$ cat src/rtl/toy_mc_cpu_if.sv
// toy_mc_cpu_if: instruction fetch and data memory bus
// for the toy multicycle accumulator cpu.
interface toy_mc_cpu_if #(
  parameter int DW = 16,
  parameter int AW = 12
);
  logic          imem_req;
  logic [AW-1:0] imem_addr;
  logic          imem_ack;
  logic [DW-1:0] imem_rdata;
  logic [AW-1:0] dmem_addr;
  logic [DW-1:0] dmem_rdata;
  logic          dmem_we;
  logic [DW-1:0] dmem_wdata;

  modport master (
    output imem_req, imem_addr,
    output dmem_addr, dmem_we, dmem_wdata,
    input  imem_ack, imem_rdata, dmem_rdata
  );

  modport slave (
    input  imem_req, imem_addr,
    input  dmem_addr, dmem_we, dmem_wdata,
    output imem_ack, imem_rdata, dmem_rdata
  );
endinterface

$ cat src/rtl/toy_mc_cpu.sv
// toy_mc_cpu: two-state-per-instruction accumulator cpu,
// fetch with ack handshake, single-cycle execute.
module toy_mc_cpu #(
  parameter int DW = 16,
  parameter int AW = 12
) (
  input  logic          clk,
  input  logic          rst_n,
  toy_mc_cpu_if.master  bus,
  output logic [DW-1:0] A,
  output logic [DW-1:0] T,
  output logic [AW-1:0] PC,
  output logic [DW-1:0] ins,
  output logic          C,
  output logic          Z,
  output logic          retire,
  output logic          halted
);

  typedef enum logic [1:0] {
    FETCH,
    EXEC,
    HALT
  } state_t;

  state_t state;
  logic   req;

  logic [3:0]    op;
  logic [AW-1:0] opa;
  logic [DW-1:0] mem;
  logic [DW:0]   sum;
  logic [DW:0]   diff;
  logic [AW-1:0] pc_inc;

  assign op     = ins[DW-1:DW-4];
  assign opa    = ins[AW-1:0];
  assign mem    = bus.dmem_rdata;
  assign sum    = {1'b0, A} + {1'b0, mem};
  assign diff   = {1'b0, A} - {1'b0, mem};
  assign pc_inc = PC + AW'(1);

  logic [DW-1:0] a_nxt;
  logic [DW-1:0] t_nxt;
  logic [AW-1:0] pc_nxt;
  logic          c_nxt;
  logic          a_wr;

  always_comb begin
    a_nxt  = A;
    t_nxt  = T;
    c_nxt  = C;
    a_wr   = 1'b0;
    pc_nxt = pc_inc;
    case (op)
      4'h0: pc_nxt = PC;
      4'h1: begin
        a_nxt = mem;
        a_wr  = 1'b1;
      end
      4'h3: begin
        {c_nxt, a_nxt} = sum;
        a_wr = 1'b1;
      end
      4'h4: begin
        {c_nxt, a_nxt} = diff;
        a_wr = 1'b1;
      end
      4'h5: begin
        a_nxt = A & mem;
        a_wr  = 1'b1;
      end
      4'h6: begin
        a_nxt = A ^ mem;
        a_wr  = 1'b1;
      end
      4'h7: t_nxt = A;
      4'h8: pc_nxt = opa;
      4'h9: pc_nxt = Z ? opa : pc_inc;
      4'hA: pc_nxt = C ? opa : pc_inc;
      4'hB: pc_nxt = mem[AW-1:0];
      default: ;
    endcase
  end

  assign bus.imem_req   = req;
  assign bus.imem_addr  = PC;
  assign bus.dmem_addr  = opa;
  assign bus.dmem_wdata = A;
  // Gated by rst_n so a reset landing on a store drops the write.
  assign bus.dmem_we    = rst_n && (state == EXEC) && (op == 4'h2);

  always_ff @(posedge clk) begin
    if (!rst_n) begin
      state  <= FETCH;
      req    <= 1'b1;
      PC     <= '0;
      A      <= '0;
      T      <= '0;
      ins    <= '0;
      C      <= 1'b0;
      Z      <= 1'b1;
      retire <= 1'b0;
      halted <= 1'b0;
    end else begin
      case (state)
        FETCH: begin
          retire <= 1'b0;
          if (bus.imem_ack) begin
            ins   <= bus.imem_rdata;
            req   <= 1'b0;
            state <= EXEC;
          end
        end
        EXEC: begin
          retire <= 1'b1;
          PC     <= pc_nxt;
          A      <= a_nxt;
          T      <= t_nxt;
          C      <= c_nxt;
          if (a_wr) Z <= (a_nxt == '0);
          if (op == 4'h0) begin
            halted <= 1'b1;
            state  <= HALT;
          end else begin
            req   <= 1'b1;
            state <= FETCH;
          end
        end
        HALT: retire <= 1'b0;
        default: begin
          req   <= 1'b1;
          state <= FETCH;
        end
      endcase
    end
  end

endmodule

$ cat src/flat_wrapper.sv
// flat-port wrapper written by rule: the top's interface ports become plain ports
module toy_mc_cpu_flat 
#(
  parameter int DW = 16,
  parameter int AW = 12
)
  (clk, rst_n, A, T, PC, ins, C, Z, retire, halted, bus_imem_req, bus_imem_addr, bus_dmem_addr, bus_dmem_we, bus_dmem_wdata, bus_imem_ack, bus_imem_rdata, bus_dmem_rdata);
  toy_mc_cpu_if #(.DW(DW), .AW(AW)) bus_i ();
  input  logic clk;
  input  logic rst_n;
  output logic [DW-1:0] A;
  output logic [DW-1:0] T;
  output logic [AW-1:0] PC;
  output logic [DW-1:0] ins;
  output logic C;
  output logic Z;
  output logic retire;
  output logic halted;
  output wire logic [$bits(bus_i.imem_req)-1:0] bus_imem_req;
  output wire logic [$bits(bus_i.imem_addr)-1:0] bus_imem_addr;
  output wire logic [$bits(bus_i.dmem_addr)-1:0] bus_dmem_addr;
  output wire logic [$bits(bus_i.dmem_we)-1:0] bus_dmem_we;
  output wire logic [$bits(bus_i.dmem_wdata)-1:0] bus_dmem_wdata;
  input wire logic [$bits(bus_i.imem_ack)-1:0] bus_imem_ack;
  input wire logic [$bits(bus_i.imem_rdata)-1:0] bus_imem_rdata;
  input wire logic [$bits(bus_i.dmem_rdata)-1:0] bus_dmem_rdata;
  assign bus_imem_req = bus_i.imem_req;
  assign bus_imem_addr = bus_i.imem_addr;
  assign bus_dmem_addr = bus_i.dmem_addr;
  assign bus_dmem_we = bus_i.dmem_we;
  assign bus_dmem_wdata = bus_i.dmem_wdata;
  assign bus_i.imem_ack = bus_imem_ack;
  assign bus_i.imem_rdata = bus_imem_rdata;
  assign bus_i.dmem_rdata = bus_dmem_rdata;
  toy_mc_cpu #(.DW(DW), .AW(AW)) u_core (.clk(clk), .rst_n(rst_n), .bus(bus_i), .A(A), .T(T), .PC(PC), .ins(ins), .C(C), .Z(Z), .retire(retire), .halted(halted));
endmodule
$ cat config.mk
export PLATFORM = sky130hd
export DESIGN_NAME = toy_mc_cpu_flat
export DESIGN_NICKNAME = d
export VERILOG_FILES = /design/src/rtl/toy_mc_cpu_if.sv /design/src/rtl/toy_mc_cpu.sv /design/src/flat_wrapper.sv
export SDC_FILE = /design/constraint.sdc
export NUM_CORES = 1
export LEC_CHECK = 0
export ABC_AREA = 0
export ABC_CLOCK_PERIOD_IN_PS = 6500
export BUFFER_PORTS_ARGS = -buffer_cell sky130_fd_sc_hd__buf_4
export CAP_MARGIN = 20
export CORE_ASPECT_RATIO = 0.6
export CORE_MARGIN = 5
export CORE_UTILIZATION = 50
export CTS_BUF_LIST = sky130_fd_sc_hd__clkbuf_16
export DETAILED_ROUTE_END_ITERATION = 8
export GPL_TIMING_DRIVEN = 0
export PLACE_DENSITY = 0.73
export SLEW_MARGIN = 30
export SYNTH_ARGS = -nofsm -noshare
export SYNTH_HDL_FRONTEND = slang
export SYNTH_SLANG_ARGS = --single-unit
$ cat constraint.sdc
create_clock -name clk -period 6.5 [get_ports clk]
set_input_delay 0 -clock clk [delete_from_list [all_inputs] [get_ports clk]]
set_output_delay 0 -clock clk [all_outputs]
set_load 0.01 [all_outputs]
# Yosys cells after proc, flatten, opt, wreduce, memory -nomap -nowiden
# Cells that the tools add are included.
[totals]
register_bits = 67
wordCells = 62
[op_classes]
n_addsub = 3
eq_ne = 15
muxes = 13
n_bitwise = 4
reduce_logical = 17
[op_table]
columns = ["op", "n"]
rows = [
  ["16-bit one-hot mux with 5 select lines", 1],
  ["12-bit one-hot mux with 5 select lines", 1],
  ["12-bit 2-to-1 mux", 2],
  ["16-bit by 16-bit adder with 17-bit output", 1],
  ["16-bit by 16-bit subtractor with 17-bit output", 1],
  ["16-bit bitwise AND", 1],
  ["4-bit by 3-bit == test with 1-bit output (second input constant)", 4],
  ["4-bit == test (second input constant)", 4],
  ["16-bit logical NOT", 1],
  ["16-bit bitwise XOR", 1],
  ["2-bit AND reduction", 7],
  ["12-bit by 1-bit adder with 12-bit output (second input constant)", 1],
  ["4-bit by 2-bit == test with 1-bit output (second input constant)", 2],
  ["2-bit one-hot mux with 3 select lines", 1],
  ["5-bit OR reduction", 1],
  ["4-bit by 1-bit == test with 1-bit output (second input constant)", 1],
  ["4-bit logical NOT", 1],
  ["2-bit 2-to-1 mux", 2],
  ["2-bit inequality test (second input constant)", 2],
  ["1-bit one-hot mux with 2 select lines", 2],
  ["2-bit nonzero test", 2],
  ["1-bit 2-to-1 mux", 3],
  ["1-bit one-hot mux with 3 select lines", 1],
  ["3-bit AND reduction", 1],
  ["6 further kinds", 8],
]

# Longest topological paths before layout
# Gate-level depths: netlist (run 1).
[depth]
depth_word = 4
depth_mapped = 12
depth_no_buf = 12

# Least setup slack after synthesis (run 1)
# OpenSTA, ideal clock, no wires.
[synth_path]
kind = "reg2reg"
startpoint = "reg u_core.A[0]"
endpoint = "reg u_core.Z"
arrival_ps = 2776
t_required_ps = 6421
setup_slack_ps = 3646
path_stages_with_launch = 13
n_path_buf = 0
synth_period_minus_slack_ps = 2854
path_cell_list = "dfxtp_1 > inv_1 > ha_1 > fa_1 > nand2b_1 > a211oi_1 > o22ai_1 > mux2_2 > a22oi_1 > nand4_1 > a2111oi_2 > nand4_1 > o211ai_1"
[synth_between]
elab_chain_len = 3
elab_cells_between_ends = 6
[synth_rtl]
columns = ["element", "line_no", "text"]
rows = [
  ["from (decl)", "toy_mc_cpu.sv:10", "output logic [DW-1:0] A,"],
  ["from (signal assigned)", "toy_mc_cpu.sv:118", "A <= a_nxt;"],
  ["16-bit by 16-bit subtractor with 17-bit output (tied with other cells)", "toy_mc_cpu.sv:40", "assign diff = {1'b0, A} - {1'b0, mem};"],
  ["16-bit one-hot mux with 5 select lines (*)", "toy_mc_cpu.sv:55", "case (op)"],
  ["16-bit logical NOT (*)", "toy_mc_cpu.sv:121", "if (a_wr) Z <= (a_nxt == '0);"],
  ["to (signal assigned)", "toy_mc_cpu.sv:121", ""],
  ["to (decl)", "toy_mc_cpu.sv:15", "output logic Z,"],
]
# Mark *: on every way between the ends. The rest lies on a longest branch, timed or not.
# A chain may end at the register's enable or synchronous reset.

# Final worst setup path (run 1)
# Ends and elaborated chain as after synthesis.

==> run metrics, run 1 <==
first-pass GRT wire length=~35 mm; CTS Buf Count=9; hpwl dp=~17 mm; Final Critical Period=about 3900 ps; outcome=finished clean; number of synthesized flops with an enable pin=0; I/O Pins=around 140; largest net degree at the start of global routing=15; maximum vdd drop=0.000137 V; Worst path max stage delay=~600 ps; register bit total from synthesis=67; Top cell by count, worst path=nand4_1; Worst Setup End Kind=flop; crit start category=flop; drt first pass iters=6; vias per cell=around 6.3; Worst Clk Skew=7.75 ps; Setup Buffers After CTS=0; root buf cell=clkbuf_16; DRT iter0 DRCs=between 700 and 800; P_leak=about 0.0033 uW; die area=between 0.01 and 0.015 mm^2; Tcrit/Tclk final=59.8%; Power Total=between 1000 and 1500 uW; H-tree levels=3; crit-path cells=inv_1 > ha_1 > fa_1 > nand2b_1 > a211oi_1 > o22ai_1 > mux2_2 > a22oi_1 > nand4_1 > a2111oi_2 > nand4_1 > o211ai_1; # port buffers=between 100 and 150; Clock Latency Late Sink=~340 ps; Critical Path RT=between 6000 and 7000 ps; syn nets=823; area grow syn2layout=30.8%; pwr dens=about 180 mW/mm^2; Syn Std Cell Area=between 0.005 and 0.006 mm^2; Die W=147 um; commonest non-fill, non-tap cell in the layout=buf_4; sequential-to-total area share from yosys stat=between 20% and 30%; CTS clock-pin slew for the worst setup and hold paths=around 70 ps; predominant post-synthesis flop cell=dfxtp_1; area of the multi-input gates=between 0.003 and 0.004 mm^2; Fill cells=between 900 and 1000; GRT Util Overall=between 30% and 40%; hold crit path type=input pin to flop; Fmax=approximately 0.26 GHz; Initial Util=between 50 and 60%; TNS Setup=0 ps; final hold vios=0; Yosys cell types=between 70 and 80; Setup CP Type=flop to flop; commonest non-fill, non-tap cells in the layout=buf_4 (182), nand2_1 (109), dfxtp_1 (67), a21oi_1 (44), nor2_1 (41); Critical-path top delay cell=dfxtp_1; via count=between 6000 and 7000; total global routing overflow=0; Max Slew Vio Count=0; height of the chip=between 90 and 100 um; Yosys warnings=0; Syn Inst Count=752; antenna viol nets, final=0; Async S/R FF share, synth=0%; Core Area=~0.011 mm^2; CTS tree=done; layout cell share with drive strength beyond 1=about 25%; DRC=0; crit path max fanout=6; Routed WL per cell=21.1 um; gpl congestion=approximately 0.96; RSZ-0062 raised after global routing=false; initial antenna violation count=0; Max-cap violations=0; relative slew slack=43.7%; sequential cell area=~0.0013 mm^2; Mean Syn Cell Area=~7.5 um^2; WP data arrival=about 4200 ps; actual slew at the worst max-slew pin=around 840 ps; clock sink count=67; Clock Tree Buf Depth=2; Routed WL=approximately 23 mm; Layout Nets=991; row cnt=30; number of global-route vias before repair=slightly above 6000; final setup vio count=0
[critical path: cells and delay by family (launching register included)]
family	cells	cell delay (ps)
mux	1	310
flops	1	600
compound gates	5	1550
fa+ha+maj	2	640
simple gates	3	560
buf+inv	1	140
[flip-flops by register name, indices dropped and copies added (netlist names)]
register and count:
u_core.halted 1, u_core.Z 1, u_core.state 2, u_core.T 16
u_core.retire 1, u_core.bus.imem_req 1, u_core.ins 16, u_core.PC 12
u_core.C 1, u_core.A 16
[cell usage after synthesis (13+ instances only)]
library cell    n  area (um^2)
nand2_1       109          409
dfxtp_1        67         1340
a21oi_1        44          220
buf_4          43          323
nor2_1         41          154
clkbuf_1       36          135
a21boi_0       35          263
ha_1           34          425
o21ai_0        34          170
inv_1          30          113
nor3_1         16         80.1
nor2b_1        15         93.8
nor3b_1        14          105
nand2b_1       13         81.3
[cells by family (layout without fill, tap and decap cells)]
family,Yosys count,in the layout,synth area share (%)
AOI/OAI and AO/OA,246,246,31.3
xor gates and xnor gates,3,3,0.464
buffers and inverters,120,293,11.0
DFF,67,67,23.7
muxes,5,5,0.951
and+or+nand+nor,275,275,24.4
adders and majority gates,36,36,8.23
other,0,1,0
[worst paths after layout]
path,start,end,slack (ps),depth (start not counted)
setup / recovery,u_core.A[0]$_SDFFE_PN0P_,u_core.Z$_SDFFE_PN1P_,2620,12
hold / removal,bus_dmem_rdata[1],u_core.PC[1]$_SDFFE_PN0P_,50,3
setup reg to reg,u_core.A[0]$_SDFFE_PN0P_,u_core.Z$_SDFFE_PN1P_,2620,12
hold reg to reg,u_core.retire$_SDFFE_PN0P_,u_core.retire$_SDFFE_PN0P_,450,2
[what timing repair did]
item,4_1_cts,5_1_grt
hold endpoints to repair,17,0
hold buffers,17,0
gates resized for setup,0,0
[power breakdown]
group          leakage, uW  switching (uW)  total, uW  internal [uW]
combinational      0.00262             201        346            145
sequential        0.000544            25.8        451            425
clock             0.000161             215        557            342
[per-layer routing]
| layer | global-route usage (%) | wire (um) | up-vias | share of wire [%] |
|---|---|---|---|---|
| met5 | 0 | 0 | - | 0 |
| li1 | - | - | 3057 | - |
| met3 | 12.0 | 3460 | 42 | 15 |
| met2 | 42.6 | 8660 | 485 | 38 |
| met4 | 8.45 | 433 | 0 | 1.9 |
| met1 | 48.2 | 10000 | 3128 | 44 |
[per-stage QoR]
stage | instances | instance area (um^2) | utilization [%] | hold slack, ps | worst slack, ps
5_1_grt | 1069 | 7400 | 66.2 | 61.1 | 2490
3_3_place_gp | 1035 | 6880 | 61.5 | 265 | 2890
4_1_cts | 1069 | 7400 | 66.2 | 34.0 | 2750
3_5_place_dp | 1036 | 6900 | 61.7 | 275 | 2810
2_1_floorplan | 752 | 5660 | - | 145 | 3650
6_report | 1070 | 7400 | 66.2 | 50.5 | 2620
[area by class of cell]
class                      instances  share of cell area (%)
clock buffer                       9                    3.04
buffer                            89                    6.83
multi-input combinational        565                    50.0
tap                              144                    2.43
sequential                        67                    18.1
inverter                          31                    1.57
clock inverter                     7                    1.40
timing repair buffer             157                    16.5
antenna                            1                  0.0338
Power figures use the tool's default switching activity.
==> inputs of run 2 (changes only) <==
--- a/config.mk
+++ b/config.mk
@@ -6,7 +6,7 @@
 export NUM_CORES = 1
 export LEC_CHECK = 0
 export ABC_AREA = 0
-export ABC_CLOCK_PERIOD_IN_PS = 6500
+export ABC_CLOCK_PERIOD_IN_PS = 3300
 export BUFFER_PORTS_ARGS = -buffer_cell sky130_fd_sc_hd__buf_4
 export CAP_MARGIN = 20
 export CORE_ASPECT_RATIO = 0.6
@@ -15,7 +15,7 @@
 export CTS_BUF_LIST = sky130_fd_sc_hd__clkbuf_16
 export DETAILED_ROUTE_END_ITERATION = 8
 export GPL_TIMING_DRIVEN = 0
-export PLACE_DENSITY = 0.73
+export PLACE_DENSITY = 0.76
 export SLEW_MARGIN = 30
 export SYNTH_ARGS = -nofsm -noshare
 export SYNTH_HDL_FRONTEND = slang
==> constraint.sdc (replaced) <==
create_clock -name clk -period 3.3 [get_ports clk]
set_input_delay 0 -clock clk [delete_from_list [all_inputs] [get_ports clk]]
set_output_delay 0 -clock clk [all_outputs]
set_load 0.01 [all_outputs]
==> run 2 against run 1 <==
Against the previous run:
- cell count shrank 0.19%
- via count grew 0.28%
- flip-flop and latch count is the same
- global-route usage shrank 0.40 points
- critical path type unchanged
- largest cell class unchanged
==> run metrics, run 2 (synthesis results as in run 1) <==
pwr dens=roughly 350 mW/mm^2; Max-cap violations=0; crit path max fanout=7; maximum vdd drop=0.000247 V; height of the chip=a little over 90 um; layout cell share with drive strength beyond 1=a little over a quarter; actual slew at the worst max-slew pin=a little under 1000 ps; CTS tree=done; GRT Util Overall=31.9%; CTS clock-pin slew for the worst setup and hold paths=approximately 60 ps; Worst Slack Setup Final=approximately 110 ps; Worst Clk Skew=roughly 8.2 ps; Initial Util=50.6%; Clock Latency Late Sink=roughly 340 ps; area of the multi-input gates=between 0.003 and 0.004 mm^2; largest net degree at the start of global routing=13; Hold Worst Slack=roughly 45 ps; routed length on met1=10.1 mm; CTS Buf Count=9; met3 WL=3.39 mm; WP data arrival=approximately 3500 ps; gpl congestion=a little under 1; final hold vios=0; top layer in use=met4; area grow syn2layout=32.3%; dpl ws=-201 ps; die area=around 0.014 mm^2; Placed Area=between 0.006 and 0.007 mm^2; row cnt=30; Tcrit/Tclk final=between 90% and 100%; antenna viol nets, final=0; hpwl dp=approximately 17 mm; relative slew slack=between 30 and 40%; Routed WL per cell=21.2 um; total global routing overflow=0; commonest non-fill, non-tap cell in the layout=buf_4; P_leak=0.00336 uW; hold crit path type=input pin to flop; Final Critical Period=3190 ps; Layout Nets=roughly 1000; root buf cell=clkbuf_16; Setup CP Type=flop to flop; DRT iter0 DRCs=slightly above 800; outcome=finished clean; Power Total=between 2000 and 3000 uW; Fmax=between 0.3 and 0.4 GHz; crit start category=flop; drt first pass iters=6; routed wl met2=slightly below 9 mm; number of global-route vias before repair=a little over 6000; initial antenna violation count=0; clock sink count=between 60 and 70; Clock Tree Buf Depth=2; design area=approximately 0.0075 mm^2; commonest non-fill, non-tap cells in the layout=buf_4 (183), nand2_1 (109), dfxtp_1 (61), a21oi_1 (43), nor2_1 (41); Fill cells=just over 900; H-tree levels=3; I/O Pins=~140; Core Area=roughly 0.011 mm^2; via count=between 6000 and 7000; Die W=~150 um; Max Slew Vio Count=0; final setup vio count=0; Critical Path RT=about 3600 ps; Largest regs=u_core.A: 16 flops, u_core.T: 16 flops, u_core.ins: 16 flops; TNS Setup=0 ps; # port buffers=between 100 and 150; sequential cell area=around 0.0014 mm^2; Worst Setup End Kind=flop; Routed WL=approximately 23 mm; n_diodes=0; DRC=0; first-pass GRT wire length=34.4 mm; vias per cell=approximately 6.3
run 2: cell types whose count changed in the layout (fill, tap and decap cells not counted), moves of 2 or more:
cell / before / now
dfxtp_1: 67 / 61
dfxtp_2: 0 / 5
inv_6: 4 / 0
clkbuf_1: 36 / 33
clkbuf_2: 1 / 4
a211oi_1: 7 / 5
a211oi_4: 0 / 2
clkinv_4: 1 / 3
run 2: critical path, stage by stage, from the launching register on:
cell	delay [ps]
dfxtp_2	470
ha_1	320
nor2b_1	180
o221ai_1	320
a31oi_1	260
a211o_1	360
o21ai_0	350
o211ai_1	180
a2111oi_2	380
nand4_1	130
o211ai_1	160
run 2: layout make-up:
class	count	share of cell area [%]
multi-input combinational	565	50.6
buffer	89	6.80
sequential	67	18.1
inverter	31	1.55
clock inverter	6	1.22
clock buffer	9	3.01
timing repair buffer	157	16.3
tap	144	2.41
run 2: metrics by stage:
step           std cells  utilization (%)
2_1_floorplan        752                -
3_3_place_gp        1035             61.5
3_5_place_dp        1035             61.6
4_1_cts             1067             66.2
5_1_grt             1068             66.9
6_report            1068             66.9
run 2: routing by layer:
metal / GRT usage [%] / vias to the layer above
li1: - / 3038
met1: 47.5 / 3189
met2: 43.8 / 469
met3: 11.5 / 35
met4: 5.74 / 0
met5: 0 / -
run 2: final timing paths:
check / from / end / slack, ps / depth (start not counted)
setup / recovery: u_core.A[1]$_SDFFE_PN0P_ / u_core.Z$_SDFFE_PN1P_ / 110 / 10
hold / removal: bus_dmem_rdata[1] / u_core.PC[1]$_SDFFE_PN0P_ / 40 / 3
setup reg to reg: u_core.A[1]$_SDFFE_PN0P_ / u_core.Z$_SDFFE_PN1P_ / 110 / 10
hold reg to reg: u_core.retire$_SDFFE_PN0P_ / u_core.retire$_SDFFE_PN0P_ / 450 / 2
run 2: power breakdown:
part | switching, uW | total, uW | internal [uW] | leakage (uW)
logic | 406 | 698 | 292 | 0.00266
clock network | 383 | 1040 | 660 | 0.000155
registers | 51.3 | 889 | 838 | 0.000547
run 2: repair_timing:
action	4_1_cts	5_1_grt
endpoints found under the hold margin	17	0
buffers inserted	0	1
setup endpoints to repair	2	5
hold buffers	17	0
resized for setup	5	24
pin swaps	0	5
